### config.mk
export PLATFORM = sky130hd
export DESIGN_NAME = apb_master_bridge
export DESIGN_NICKNAME = d
export VERILOG_FILES = /design/src/rtl/apb_pkg.sv /design/src/rtl/apb_timeout_cnt.sv /design/src/rtl/apb_master_bridge.sv
export SDC_FILE = /design/constraint.sdc
export NUM_CORES = 1
export LEC_CHECK = 0
export BUFFER_PORTS_ARGS = -buffer_cell sky130_fd_sc_hd__buf_2
export CAP_MARGIN = 40
export CORE_MARGIN = 4
export CORE_UTILIZATION = 35
export CTS_CLUSTER_DIAMETER = 100
export DETAILED_ROUTE_END_ITERATION = 6
export PLACE_DENSITY_LB_ADDON = 0.12
export SLEW_MARGIN = 20
export SYNTH_ARGS = -nofsm -noshare
export SYNTH_HDL_FRONTEND = slang
export SYNTH_SLANG_ARGS = --single-unit
### constraint.sdc
create_clock -name sys_clk -period 1.5 [get_ports sys_clk]
set_clock_uncertainty 0.05 [all_clocks]
set_input_delay 0.3 -clock sys_clk [delete_from_list [all_inputs] [get_ports sys_clk]]
set_output_delay 0.3 -clock sys_clk [all_outputs]
set_load 0.005 [all_outputs]
### src/rtl/apb_pkg.sv
// Shared APB definitions: FSM state encoding, default widths and the
// timer register map used by the bridge, its bench and other masters.
package apb_pkg;

   typedef enum logic [1:0] {
      ST_IDLE   = 2'd0,
      ST_SETUP  = 2'd1,
      ST_ACCESS = 2'd2
   } apb_state_e;

   localparam int APB_ADDR_W  = 32;
   localparam int APB_DATA_W  = 32;
   localparam int APB_TIMEOUT = 16;
   localparam int APB_CNT_W   = 8;

   // Timer register slave map (byte addresses)
   localparam logic [31:0] TMR_CTRL_ADDR     = 32'h00;
   localparam logic [31:0] TMR_STATUS_ADDR   = 32'h04;
   localparam logic [31:0] TMR_LOAD_ADDR     = 32'h08;
   localparam logic [31:0] TMR_COUNT_ADDR    = 32'h0C;
   localparam logic [31:0] TMR_PRESCALE_ADDR = 32'h10;
   localparam logic [31:0] TMR_CMP_ADDR      = 32'h14;
   localparam logic [31:0] TMR_IRQ_EN_ADDR   = 32'h18;
   localparam logic [31:0] TMR_IRQ_STAT_ADDR = 32'h1C;

endpackage

### src/rtl/apb_timeout_cnt.sv
// Wait-state counter for the ACCESS phase; flags when the last allowed
// cycle without pready has been reached.
module apb_timeout_cnt #(
   parameter int CNT_W   = 8,
   parameter int TIMEOUT = 16
) (
   input  logic clk_i,
   input  logic rst_i,
   input  logic clr_i,
   input  logic en_i,
   output logic reached_o
);

   logic [CNT_W-1:0] cnt_q, cnt_d;

   // next count: clear wins over increment
   always_comb begin
      cnt_d = cnt_q;
      if (clr_i)
         cnt_d = '0;
      else if (en_i)
         cnt_d = cnt_q + CNT_W'(1);
   end

   // count register
   always_ff @(posedge clk_i) begin
      if (rst_i) cnt_q <= '0;
      else       cnt_q <= cnt_d;
   end

   assign reached_o = (cnt_q == CNT_W'(TIMEOUT - 1));

endmodule

### src/rtl/apb_master_bridge.sv
// APB4 requester: turns a single-beat valid/ready command into one
// SETUP/ACCESS transfer and returns a one-cycle response pulse carrying
// read data, slave error and a local timeout flag.
module apb_master_bridge
   import apb_pkg::*;
#(
   parameter int ADDR_W  = APB_ADDR_W,
   parameter int DATA_W  = APB_DATA_W,
   parameter int TIMEOUT = APB_TIMEOUT,
   parameter int CNT_W   = APB_CNT_W
) (
   input  logic                sys_clk,
   input  logic                sys_rst,
   input  logic                cmd_valid,
   output logic                cmd_ready,
   input  logic                cmd_write,
   input  logic [ADDR_W-1:0]   cmd_addr,
   input  logic [DATA_W-1:0]   cmd_wdata,
   input  logic [DATA_W/8-1:0] cmd_strb,
   output logic                rsp_valid,
   output logic [DATA_W-1:0]   rsp_rdata,
   output logic                rsp_err,
   output logic                rsp_timeout,
   output logic                busy,
   output logic                psel,
   output logic                penable,
   output logic                pwrite,
   output logic [ADDR_W-1:0]   paddr,
   output logic [DATA_W-1:0]   pwdata,
   output logic [DATA_W/8-1:0] pstrb,
   input  logic                pready,
   input  logic [DATA_W-1:0]   prdata,
   input  logic                pslverr
);

   apb_state_e          state_q;
   logic                psel_q, penable_q, pwrite_q;
   logic [ADDR_W-1:0]   paddr_q;
   logic [DATA_W-1:0]   pwdata_q;
   logic [DATA_W/8-1:0] pstrb_q;
   logic                rsp_valid_q, rsp_err_q, rsp_timeout_q;
   logic [DATA_W-1:0]   rsp_rdata_q;

   logic in_access, accept, to_reached;

   assign in_access = (state_q == ST_ACCESS);
   // A new command may be taken while the current one completes, giving
   // back-to-back transfers every two cycles.
   assign cmd_ready = (state_q == ST_IDLE) | (in_access & pready & ~sys_rst);
   assign accept    = cmd_valid & cmd_ready;

   apb_timeout_cnt #(
      .CNT_W   (CNT_W),
      .TIMEOUT (TIMEOUT)
   ) u_to_cnt (
      .clk_i     (sys_clk),
      .rst_i     (sys_rst),
      .clr_i     (state_q == ST_SETUP),
      .en_i      (in_access & ~pready & ~to_reached),
      .reached_o (to_reached)
   );

   // transfer FSM with registered APB and response outputs
   always_ff @(posedge sys_clk) begin
      if (sys_rst) begin
         state_q       <= ST_IDLE;
         psel_q        <= 1'b0;
         penable_q     <= 1'b0;
         pwrite_q      <= 1'b0;
         paddr_q       <= '0;
         pwdata_q      <= '0;
         pstrb_q       <= '0;
         rsp_valid_q   <= 1'b0;
         rsp_rdata_q   <= '0;
         rsp_err_q     <= 1'b0;
         rsp_timeout_q <= 1'b0;
      end else begin
         // response is a single-cycle pulse; payload is zero otherwise
         rsp_valid_q   <= 1'b0;
         rsp_rdata_q   <= '0;
         rsp_err_q     <= 1'b0;
         rsp_timeout_q <= 1'b0;

         if (accept) begin
            paddr_q  <= cmd_addr;
            pwrite_q <= cmd_write;
            pwdata_q <= cmd_write ? cmd_wdata : '0;
            pstrb_q  <= cmd_write ? cmd_strb  : '0;
         end

         unique case (state_q)
            ST_IDLE: begin
               if (accept) begin
                  state_q <= ST_SETUP;
                  psel_q  <= 1'b1;
               end
            end
            ST_SETUP: begin
               state_q   <= ST_ACCESS;
               penable_q <= 1'b1;
            end
            ST_ACCESS: begin
               // pready takes priority over the timeout on the last cycle
               if (pready) begin
                  rsp_valid_q <= 1'b1;
                  rsp_err_q   <= pslverr;
                  rsp_rdata_q <= pwrite_q ? '0 : prdata;
                  penable_q   <= 1'b0;
                  if (accept) begin
                     state_q <= ST_SETUP;
                  end else begin
                     state_q <= ST_IDLE;
                     psel_q  <= 1'b0;
                  end
               end else if (to_reached) begin
                  state_q       <= ST_IDLE;
                  psel_q        <= 1'b0;
                  penable_q     <= 1'b0;
                  rsp_valid_q   <= 1'b1;
                  rsp_err_q     <= 1'b1;
                  rsp_timeout_q <= 1'b1;
               end
            end
            default: begin
               state_q   <= ST_IDLE;
               psel_q    <= 1'b0;
               penable_q <= 1'b0;
            end
         endcase
      end
   end

   assign busy        = (state_q != ST_IDLE);
   assign psel        = psel_q;
   assign penable     = penable_q;
   assign pwrite      = pwrite_q;
   assign paddr       = paddr_q;
   assign pwdata      = pwdata_q;
   assign pstrb       = pstrb_q;
   assign rsp_valid   = rsp_valid_q;
   assign rsp_rdata   = rsp_rdata_q;
   assign rsp_err     = rsp_err_q;
   assign rsp_timeout = rsp_timeout_q;

endmodule

==> out/qor.yml, run 1 <==
status: "finished, final reports clean"
seq_area_frac_synth_pct: 57.7
grt_pass1_vias: 3753
tightest_slew_ns: 0.351
avgSynthCellArea_sq_um: 8.91
fin_setup_tns_ns: 0
initial_utilization_pct: 36.5
async_flop_share_pct: 0
rsz0062_at_grt: "true"
synth_top_area_share_pct: 57.7
max_freq_mhz: 683
nets: 785
clk_pin_slew_ns: 0.05
dp_hpwl_mm: 8.51
syn_inst: 452
antenna_left: 0
cts_max_level: 4
yosysTopAreaCell: "dfxtp_1"
reg2reg_from: "state_q[1]"
finalMaxSlewViolations: 0
ys_seq_elements: 116
p_per_area_nw_per_um2: 1240
synth_cell_types: 35
grt_pass1_wl_mm: 18.1
clock_sinks: 116
dieArea_sq_um: 13300
ioPinCount: 214
die_y_um: 115
vias: 3905
syn2layout_area_growth_pct: 48.3
numCtsBuffers: 17
cp-start-kind: "flip-flop"
p_total_mw: 7.41
cp.required_ns: 1.78
slew_headroom_pct: 76.4
peakVddDrop_mv: 0.668
grt_max_degree: 49
cts_buffer_depth: 2
io_buffers: 213
yosys_most_used_dff: "dfxtp_1"
synth_edf_count: 0
timing.final.crit_share_pct: 97.6
std_cell_rows: 38
routedWlPerCell_um: 14.3
hp-start: "prdata[10]"
cts-root-buf: "clkbuf_16"
route.detailed.drc: 0
drt-total-wl_mm: 11.9
via_per_inst: 4.70
clk_latency_ns: 0.40
maxCapViolCount: 0
final_layout_size_suffix_gt1_share_pct: 40.6
crit_type: "reg2reg"
hold_end: "rsp_rdata[10]"
worst_hold_slack_ns: 0.0454
finalHoldViolCount: 0
hold_class: "in2reg"
min_path_cells: 2
finalCriticalPeriod_ns: 1.46
synthTopCellsByArea: "dfxtp_1, nand2_1, a21oi_1"
cp_max_fo: 24
yosysMostFrequentCell: "dfxtp_1"
die_width_um: 115
yosys_warnings: 0
synthTopCellsByCount: "dfxtp_1, nand2_1, a21oi_1"
place_congestion: 0.776
syn_area_sq_um: 4030
multi_input_area_sq_um: 1550
fillers: 1048
arrival_ns: 1.74
end_kind: "flip-flop"
firstDrtPassIters: 4
drt_iter0_markers: 250
setup_viol: 0
synth_fp_nets: 559
reg2reg_to: "pwdata[13]"
grt-ovfl-total: 0
seq_area_sq_um: 2330
cts_tree: "built"
coreArea_sq_um: 11000
reg2reg_slack_ns: 0.04
p_leak_nw: 2.88
grt_usage_pct: 17.5
antenna_found_initial: 1
reg2regPathDepth: 7
-- registers in the layout (all words and copies together), names as in the netlist --
register        cells
paddr              32
penable             1
state_q             2
rsp_err             1
psel                1
pwdata             32
u_to_cnt.cnt_q      8
pstrb               4
rsp_rdata          32
rsp_valid           1
pwrite              1
rsp_timeout         1
-- worst max-delay path, cell delays in order (launching register included) --
cell and delay, ns:
dfxtp_2 0.33, buf_4 0.14, buf_4 0.14, a21oi_4 0.16, buf_12 0.14, clkbuf_16 0.19
nand3_1 0.09, a21oi_1 0.14
-- final cells by class --
cell class	count	area share, %
clock buffers	25	7.96
diodes	1	0.0419
repair buffers	241	23.6
well taps	140	2.93
inverters	1	0.0629
flip-flops and latches	116	39.0
multi-input cells	301	26.0
clock inverters	6	0.503
-- power breakdown --
group	internal, mW	switching, mW	leakage, nW
Sequential	3.20	0.0551	0.945
Combinational	0.361	0.369	1.68
Clock	2.16	1.26	0.254
-- cells by family (layout without fill, tap and decap cells) --
| kind of cell | after synthesis | count (layout) | synth area share [%] |
|---|---|---|---|
| muxes | 1 | 1 | 0.249 |
| other | 0 | 1 | 0 |
| and+or+nand+nor | 211 | 211 | 25.3 |
| DFF | 116 | 116 | 57.7 |
| xor gates and xnor gates | 4 | 4 | 0.870 |
| AOI/OAI and AO/OA | 84 | 84 | 10.9 |
| adders and majority gates | 1 | 1 | 0.311 |
| buffers and inverters | 35 | 273 | 4.60 |
-- layer usage --
| layer | GRT usage (%) | up-vias | routed length [um] |
|---|---|---|---|
| met5 | 0 | - | 0 |
| met4 | 8.29 | 0 | 257 |
| met3 | 9.11 | 23 | 1460 |
| met2 | 27.4 | 168 | 5650 |
| met1 | 19.6 | 1767 | 4530 |
| li1 | - | 1947 | - |
-- cells in the final DEF, fill, tap and decap left out, types with 3 or more instances in the layout --
cell type,instances
buf_2,213
and4_1,3
clkbuf_16,19
nand3_1,39
xor2_1,4
clkbuf_1,6
a21oi_1,71
nand2_1,107
and2_1,32
buf_12,7
nor2_1,11
and3_1,3
nand2b_1,3
nor3_1,3
dfxtp_1,114
clkinv_2,6
buf_4,17
-- worst max path at each step --
stage,slack [ns],cells after the start,start,end
after CTS,-0.004,3,state_q[1],cmd_ready
after global placement,0.08,6,sys_rst,pwdata[14]
after detailed placement,0.03,5,state_q[0],pwdata[12]
after global routing,-0.04,4,u_to_cnt.cnt_q[4],rsp_err
after floorplan,0.08,8,sys_rst,pwdata[11]
final,0.04,7,state_q[1],pwdata[13]
-- repair_timing --
action	CTS	global route
endpoints found under the hold margin	0	0
pin swaps	0	2
resized for setup	5	6
hold buffers	0	0
setup buffers	3	5
gates cloned	0	2
setup endpoints to repair	2	18
-- through the flow --
step | std cells | cell area, sq um | util [%] | setup WS, ns
6_report | 831 | 5970 | 54.1 | 0.0359
3_5_place_dp | 789 | 5300 | 48.1 | 0.0260
5_1_grt | 831 | 5970 | 54.1 | -0.0426
2_1_floorplan | 452 | 4030 | - | 0.0789
3_3_place_gp | 789 | 5300 | 48.1 | 0.0823
4_1_cts | 823 | 5840 | 53.0 | -0.00401
Note: power is estimated with default switching activity, not from simulation.
==> run 2: changes to the inputs <==
--- a/config.mk
+++ b/config.mk
@@ -6,9 +6,9 @@
 export NUM_CORES = 1
 export LEC_CHECK = 0
 export BUFFER_PORTS_ARGS = -buffer_cell sky130_fd_sc_hd__buf_2
-export CAP_MARGIN = 40
-export CORE_MARGIN = 4
+export CAP_MARGIN = 15
 export CORE_UTILIZATION = 35
+export CTS_BUF_LIST = sky130_fd_sc_hd__clkbuf_4
 export CTS_CLUSTER_DIAMETER = 100
 export DETAILED_ROUTE_END_ITERATION = 6
 export PLACE_DENSITY_LB_ADDON = 0.12
==> out/qor.yml, run 2 (synthesis results as in run 1) <==
firstDrtPassIters: 4
path_delay_family: "flip-flops"
clk_latency_ns: 0.48
reg2reg_slack_ns: 0
critPathBufInv: 2
max_freq_mhz: 619
route.detailed.drc: 0
rsz0062_at_grt: "true"
hold_class: "in2reg"
violations: "negative setup slack"
grt_pass1_vias: 4137
reg2reg_to: "pwdata[7]"
arrival_ns: 1.27
p_clk_share_pct: 39.5
slew_headroom_pct: 62.2
hp-start: "cmd_wdata[8]"
cp-startpoint: "state_q[0]"
p_total_mw: 7.07
layout_commonest_cell: "buf_2"
vias: 4359
peakVddDrop_mv: 0.657
timing.final.crit_share_pct: 108
cpMostUsedCell: "buf_6"
grt_max_degree: 48
initial_utilization_pct: 36.5
final_layout_size_suffix_gt1_share_pct: 39.4
antenna_found_initial: 2
clk_pin_slew_ns: 0.11
min_path_cells: 3
setup_slack_ns: -0.116
reg2reg_from: "state_q[0]"
die_width_um: 109
final_cell_mix: "buf_2, dfxtp_1, nand2_1"
cp.required_ns: 1.15
coreArea_sq_um: 11000
numCtsBuffers: 17
end_kind: "output port"
p_leak_nw: 3.28
cp_slowest_cell: "dfxtp_2"
pwr-share-comb_pct: 14.6
die_y_um: 109
cts-root-buf: "clkbuf_4"
cts_buffer_depth: 2
setup_viol: 3
std_cell_rows: 38
dieArea_sq_um: 11900
ioPinCount: 214
crit_type: "reg2out"
antenna_left: 0
io_buffers: 213
critPathMaxStageDelay_ns: 0.34
dp_hpwl_mm: 7.72
maxCapViolCount: 0
status: "finished with violations"
finalHoldViolCount: 0
via_per_inst: 4.65
cp_max_fo: 2
cp-start-kind: "flip-flop"
cts_max_level: 4
reg2regPathDepth: 7
hold_end: "pwdata[8]"
tightest_slew_ns: 0.567
switching_power_mw: 1.78
syn2layout_area_growth_pct: 74.6
drt_iter0_markers: 329
grt-ovfl-total: 0
finalCriticalPeriod_ns: 1.62
clock_sinks: 116
cts_tree: "built"
power_switching_share_pct: 25.2
place_congestion: 0.736
finalMaxSlewViolations: 0
fin_setup_tns_ns: -0.190
internal_power_mw: 5.29
nets: 889
drt-total-wl_mm: 13.3
crit_chain: "buf_6, or2_4, buf_6"
grt_usage_pct: 21.2
grt_pass1_wl_mm: 19.3
p_per_area_nw_per_um2: 1010
routedWlPerCell_um: 14.2
seqPwrFrac_pct: 45.9
==> run 2: tightest hold or removal path: stages <==
cell and delay, ns:
buf_2 0.10, nand3_1 0.07, a21oi_1 0.06
==> run 2: cell type report <==
type	count	area, sq um
clock inverters	15	226
diodes	2	5.00
well taps	140	175
inverters	1	3.75
clock buffers	17	128
multi-input cells	301	1640
repair buffers	345	2520
flip-flops and latches	116	2330
fillers	952	4000
==> run 2: worst max path at each step <==
| stage | depth (start not counted) | to |
|---|---|---|
| 6_report | 3 | busy |
| 3_3_place_gp | 6 | pwdata[1] |
| 5_1_grt | 3 | busy |
| 4_1_cts | 3 | busy |
| 2_1_floorplan | 8 | pwdata[11] |
| 3_5_place_dp | 6 | pwdata[27] |
==> run 2: what timing repair did <==
action	4_1_cts	5_1_grt
pin swaps	2	37
hold buffers	97	2
gates cloned	0	6
resized for setup	10	28
endpoints found under the setup margin	2	63
endpoints found under the hold margin	97	2
buffers inserted	3	6
==> run 2: per-layer routing <==
metal | up-vias | share of wire (%) | global-route usage, %
met4 | 0 | 2.6 | 10.5
met5 | - | 0 | 0
met1 | 1981 | 41 | 23.9
li1 | 2164 | - | -
met2 | 186 | 48 | 34.7
met3 | 28 | 8.2 | 8.31
==> run 2: power by group through the flow <==
stage	sequential, mW	combinational, mW	clock (mW)
global placement	3.31	0.670	0
finish	3.25	1.03	2.79
CTS	3.25	0.895	2.85
detailed placement	3.32	0.679	0
floorplan	3.33	0.309	0
global route	3.26	1.12	3.00
==> run 2: stage by stage <==
step / hold WS, ns / instance area, sq um / cells / util [%] / setup slack, ns
after floorplan: 0.372 / 4030 / 452 / - / 0.0789
after global placement: 0.386 / 5320 / 789 / 48.2 / 0.0754
after detailed placement: 0.393 / 5320 / 789 / 48.2 / 0.0182
after CTS: 0.0000803 / 6700 / 921 / 60.7 / -0.153
after global routing: 0.00376 / 7030 / 937 / 63.7 / -0.202
final: 0.0456 / 7030 / 937 / 63.7 / -0.116
